===== src/rtl/serial_rx_pkg.sv =====
// Shared types and default parameters for the serial receive framer.
// Pure declarations: no latency, no flow control.
package serial_rx_pkg;

    localparam int DEF_NUM_BITS     = 8;
    localparam int DEF_CLKS_PER_BIT = 10;

    typedef enum logic [2:0] {
        IDLE,
        START,
        DATA,
        STOP,
        LOAD
    } rx_state_t;

endpackage


===== src/rtl/rx_bit_timer.sv =====
// Bit-period down-counter that strobes o_sample when it reaches zero while enabled; reloads on strobe or load.
// First strobe comes HALF (i_half) or CLKS_PER_BIT cycles after i_load; no backpressure, strobe is never held.
module rx_bit_timer
    import serial_rx_pkg::*;
#(
    parameter int CLKS_PER_BIT = DEF_CLKS_PER_BIT
) (
    input  logic clk,
    input  logic rst,
    input  logic i_en,
    input  logic i_load,
    input  logic i_half,
    output logic o_sample
);

    localparam int CW = $clog2(CLKS_PER_BIT);
    localparam logic [CW-1:0] FULL_M1 = CW'(CLKS_PER_BIT - 1);
    localparam logic [CW-1:0] HALF_M1 = CW'(CLKS_PER_BIT / 2 - 1);

    logic [CW-1:0] r_cnt;

    assign o_sample = i_en && (r_cnt == '0);

    // Parked at zero when disabled so nothing free-runs between frames.
    always_ff @(posedge clk or posedge rst) begin
        if (rst) begin
            r_cnt <= '0;
        end else if (i_load) begin
            r_cnt <= i_half ? HALF_M1 : FULL_M1;
        end else if (o_sample) begin
            r_cnt <= FULL_M1;
        end else if (i_en) begin
            r_cnt <= r_cnt - 1'b1;
        end else begin
            r_cnt <= '0;
        end
    end

endmodule


===== src/rtl/serial_rx_framer.sv =====
// Serial receive framer: start detect, mid-bit LSB-first sampling, stop check, word and status presentation.
// data_ready rises HALF+(NUM_BITS+1)*CLKS_PER_BIT+2 cycles after edge detect; no backpressure, unread words are overwritten and flagged as overrun.
module serial_rx_framer
    import serial_rx_pkg::*;
#(
    parameter int NUM_BITS     = DEF_NUM_BITS,
    parameter int CLKS_PER_BIT = DEF_CLKS_PER_BIT
) (
    input  logic                clk,
    input  logic                rst,
    input  logic                serial_in,
    input  logic                data_read,
    output logic [NUM_BITS-1:0] rx_data,
    output logic                data_ready,
    output logic                framing_error,
    output logic                overrun_error,
    output logic                rx_busy
);

    localparam int BW = $clog2(NUM_BITS + 1);
    localparam logic [BW-1:0] LAST_BIT = BW'(NUM_BITS - 1);

    rx_state_t           r_state;
    logic [1:0]          r_sync;
    logic                r_s_prev;
    logic [NUM_BITS-1:0] r_shift;
    logic [BW-1:0]       r_bit_cnt;
    logic                r_stop;
    logic [NUM_BITS-1:0] r_rx_data;
    logic                r_data_ready;
    logic                r_framing;
    logic                r_overrun;
    logic                r_busy;

    logic w_s_in;
    logic w_edge;
    logic w_timer_en;
    logic w_timer_load;
    logic w_sample;

    assign w_s_in       = r_sync[1];
    assign w_edge       = r_s_prev & ~w_s_in;
    assign w_timer_en   = (r_state == START) || (r_state == DATA) || (r_state == STOP);
    assign w_timer_load = (r_state == IDLE) && w_edge;

    rx_bit_timer #(
        .CLKS_PER_BIT(CLKS_PER_BIT)
    ) u_timer (
        .clk     (clk),
        .rst     (rst),
        .i_en    (w_timer_en),
        .i_load  (w_timer_load),
        .i_half  (r_state == IDLE),
        .o_sample(w_sample)
    );

    always_ff @(posedge clk or posedge rst) begin
        if (rst) begin
            r_sync   <= 2'b11;
            r_s_prev <= 1'b1;
        end else begin
            r_sync   <= {r_sync[0], serial_in};
            r_s_prev <= w_s_in;
        end
    end

    always_ff @(posedge clk or posedge rst) begin
        if (rst) begin
            r_state      <= IDLE;
            r_shift      <= '1;
            r_bit_cnt    <= '0;
            r_stop       <= 1'b0;
            r_rx_data    <= '0;
            r_data_ready <= 1'b0;
            r_framing    <= 1'b0;
            r_overrun    <= 1'b0;
            r_busy       <= 1'b0;
        end else begin
            // A read acknowledges the held word; a LOAD in the same cycle overrides below.
            if (data_read) begin
                r_data_ready <= 1'b0;
                r_overrun    <= 1'b0;
            end
            case (r_state)
                IDLE: begin
                    if (w_edge) begin
                        r_state <= START;
                        r_busy  <= 1'b1;
                    end
                end
                START: begin
                    if (w_sample) begin
                        if (!w_s_in) begin
                            r_state   <= DATA;
                            r_bit_cnt <= '0;
                        end else begin
                            r_state <= IDLE;
                            r_busy  <= 1'b0;
                        end
                    end
                end
                DATA: begin
                    if (w_sample) begin
                        r_shift   <= {w_s_in, r_shift[NUM_BITS-1:1]};
                        r_bit_cnt <= r_bit_cnt + 1'b1;
                        if (r_bit_cnt == LAST_BIT) begin
                            r_state <= STOP;
                        end
                    end
                end
                STOP: begin
                    if (w_sample) begin
                        r_stop  <= w_s_in;
                        r_state <= LOAD;
                    end
                end
                LOAD: begin
                    r_rx_data    <= r_shift;
                    r_data_ready <= 1'b1;
                    r_framing    <= ~r_stop;
                    r_overrun    <= r_data_ready & ~data_read;
                    r_state      <= IDLE;
                    r_busy       <= 1'b0;
                end
                default: begin
                    r_state <= IDLE;
                    r_busy  <= 1'b0;
                end
            endcase
        end
    end

    assign rx_data       = r_rx_data;
    assign data_ready    = r_data_ready;
    assign framing_error = r_framing;
    assign overrun_error = r_overrun;
    assign rx_busy       = r_busy;

endmodule


===== config.mk =====
export PLATFORM = sky130hd
export DESIGN_NAME = serial_rx_framer
export DESIGN_NICKNAME = d
export VERILOG_FILES = /design/src/rtl/serial_rx_pkg.sv /design/src/rtl/rx_bit_timer.sv /design/src/rtl/serial_rx_framer.sv
export SDC_FILE = /design/constraint.sdc
export NUM_CORES = 1
export LEC_CHECK = 0
export CAP_MARGIN = 20
export CORE_MARGIN = 10
export CORE_UTILIZATION = 50
export DETAILED_ROUTE_END_ITERATION = 10
export GPL_TIMING_DRIVEN = 0
export PLACE_DENSITY = 0.7
export SLEW_MARGIN = 20
export SYNTH_ARGS = -nofsm -noshare
export SYNTH_HDL_FRONTEND = slang
export SYNTH_SLANG_ARGS = --single-unit
export TNS_END_PERCENT = 30

===== constraint.sdc =====
create_clock -name clk -period 3.45 [get_ports clk]
set_input_delay 0.8625 -clock clk [delete_from_list [all_inputs] [get_ports clk]]
set_output_delay 0.8625 -clock clk [all_outputs]
set_load 0.05 [all_outputs]

==> results.json <==
{
  "grt_pass1_vias": 1057,
  "layout_common_cells": "dfrtp_1, clkdlybuf4s50_1, dfstp_2",
  "rsz0062_at_grt": "no",
  "die_h_um": 75.8,
  "multi_input_area_um2": 611,
  "finalCritPeriodShare_pct": 69.9,
  "maxCapViolations": 0,
  "fin_cells": 175,
  "tightest_slew_ps": 699,
  "drt_iter0_markers": 15,
  "cp-start-kind": "flop",
  "post-place-ws_ps": 1150,
  "dr.pass1.iters": 4,
  "syn_area_um2": 1550,
  "sequentialPowerShare_pct": 44.1,
  "fin_tns_setup_ps": 0,
  "wirelength_um": 2830,
  "synth_flop_cell": "dfrtp_1",
  "nFillCells": 263,
  "grt_pass1_wl_um": 4980,
  "fp.dieArea_um2": 5740,
  "yosysUniqueCellTypes": 35,
  "cp_max_fo": 3,
  "grt_max_degree": 36,
  "yosysWarnings": 0,
  "grt_remaining_overflow": 0,
  "hold_buffers": 0,
  "cts_buffer_depth": 2,
  "netlist_instances": 119,
  "cts_resized": 0,
  "dp_hpwl_um": 1970,
  "port_buffers": 15,
  "syn_nets": 125,
  "place.gp.congestion": 0.799,
  "period_needed_ps": 2410,
  "p_int_w": 0.000856,
  "antenna_left": 0,
  "hold_viol": 0,
  "route.vias.total": 1001,
  "leakage_nw": 0.831,
  "wl_per_cell_um": 16.2,
  "cts_sinks": 35,
  "ys_ff_latch": 35,
  "rows": 20,
  "seqCellArea_um2": 890,
  "slowest_stage": "clkdlybuf4s50_1",
  "cts_max_level": 2,
  "power.total_w": 0.00133,
  "swShare_pct": 35.5,
  "hold_class": "flop to flop",
  "slew_headroom_pct": 53.3,
  "cp-end-kind": "output pin",
  "worst_hold_slack_ps": 364,
  "setup_viol": 0,
  "clk_latency_ps": 340,
  "syn_avg_cell_area_um2": 13.1,
  "start_util_pct": 51.7,
  "crit_path_cell_trace": "clkdlybuf4s50_1",
  "diodes": 0,
  "setup_ws_ps": 1040,
  "async_flop_share_pct": 100,
  "syn_to_final_growth_pct": 17.6,
  "core_um2": 3000,
  "grt.total_usage_pct": 11.4,
  "drive_above_1_share_pct": 31.7,
  "num-nets-final": 147,
  "cp_top_family": "buffers and inverters",
  "crit_arrival_ps": 1550,
  "via_per_inst": 5.72,
  "numCtsBuffers": 5,
  "cts_tree": "built",
  "ir_worst_vdd_uv": 354,
  "root_buffer": "clkbuf_4",
  "status": "finished, final reports clean",
  "p_sw_w": 0.000471,
  "p_clk_share_pct": 22.1,
  "io_pins": 16,
  "yosysSeqAreaShare_pct": 57.2,
  "clk_pin_slew_ps": 100,
  "drcViolationCount": 0,
  "powerDensity_nw_per_um2": 726,
  "combPwrFrac_pct": 33.8,
  "slew_viol_final": 0,
  "worst-path-buf-inv": 1,
  "required_ps": 2590,
  "place_inst": 167,
  "path_class": "flop to output pin",
  "skew_ps": 7.49,
  "fmax_ghz": 0.414,
  "synth_edf_count": 0,
  "slowest_delay_ps": 820,
  "layout_commonest_cell": "dfrtp_1",
  "die_x_um": 75.8,
  "post_cts_buffers": 0,
  "antenna_found_initial": 0
}
final timing paths:
kind                                  start            to  slack, ps  cells past startpoint
max                              data_ready    data_ready       1040                      1
min                               r_sync[0]     r_sync[1]        360                      0
max reg2reg                u_timer.r_cnt[0]  r_bit_cnt[2]       1140                      7
min reg2reg                       r_sync[0]     r_sync[1]        360                      0
max in group asynchronous               rst    rx_data[7]       2060                      2
min in group asynchronous               rst    rx_data[1]        940                      2
final cells by class:
class                           instances  share of cell area (%)
Tap cell                               33                    2.26
Sequential cell                        35                    48.7
Clock inverter                          3                    2.40
Timing Repair Buffer                   15                    8.22
Multi-Input combinational cell         72                    33.4
Buffer                                  5                    1.51
Clock buffer                            5                    2.05
Inverter                                7                    1.44
metal layers:
layer	track usage (%)	routed length, um	vias to the layer above
met3	4.04	116	5
met2	17.3	1390	16
met1	14.2	1280	501
met5	0	0	-
met4	5.57	45	0
li1	-	-	479
cells by family (layout without fill, tap and decap cells):
kind of cell	count (synthesis)	after routing	share of synthesized area (%)
compound gates	21	21	10.3
buf+inv	12	35	3.46
mux	19	19	15.3
flops	35	35	57.2
simple gates	30	30	12.1
fa+ha+maj	2	2	1.61
Yosys cell counts (2+ instances only):
library cell  count  area [um2]
nor3_1            2        10.0
nor3b_1           3        22.5
a21oi_1           4        20.0
a211oi_1          2        15.0
mux2_2           10         113
ha_1              2        25.0
nand2b_1          2        12.5
inv_1             7        26.3
mux2i_1           2        20.0
o21bai_1          2        15.0
dfrtp_1          24         601
a21o_1            2        15.0
dfstp_2          11         289
and4b_1           2        20.0
a311oi_1          2        17.5
o221a_2           3        33.8
nor4b_1           2        17.5
o21ai_0           2        10.0
o21a_1            2        15.0
mux2_4            7         105
nor2_1           10        37.5
clkbuf_1          3        11.3
worst register-to-register path: cells and delay by family, from the launching register on:
| family | cells | cell delay, ps |
|---|---|---|
| buffers and inverters | 3 | 450 |
| and+or+nand+nor | 2 | 810 |
| adders and majority gates | 1 | 260 |
| DFF | 1 | 410 |
| AOI/OAI and AO/OA | 1 | 290 |
power by group through the flow:
stage / Clock (W) / Combinational (W) / Sequential [W]
finish: 0.000293 / 0.000449 / 0.000585
global route: 0.000320 / 0.000495 / 0.000601
CTS: 0.000304 / 0.000453 / 0.000586
detailed placement: 0 / 0.000449 / 0.000593
global placement: 0 / 0.000433 / 0.000586
floorplan: 0 / 0.000275 / 0.000641
through the flow:
step                      cell area (um2)  util [%]
final                                1830      60.8
after global routing                 1830      60.8
after CTS                            1830      60.8
after detailed placement             1750      58.1
after global placement               1750      58.1
after floorplan                      1550         -
flip-flops by register name, summed over array words and instances (netlist names):
| signal | cells |
|---|---|
| r_state | 3 |
| data_ready | 1 |
| r_shift | 8 |
| r_stop | 1 |
| framing_error | 1 |
| u_timer.r_cnt | 4 |
| r_sync | 2 |
| r_bit_cnt | 4 |
| r_s_prev | 1 |
| overrun_error | 1 |
| rx_busy | 1 |
| rx_data | 8 |
Power figures use the tool's default switching activity.
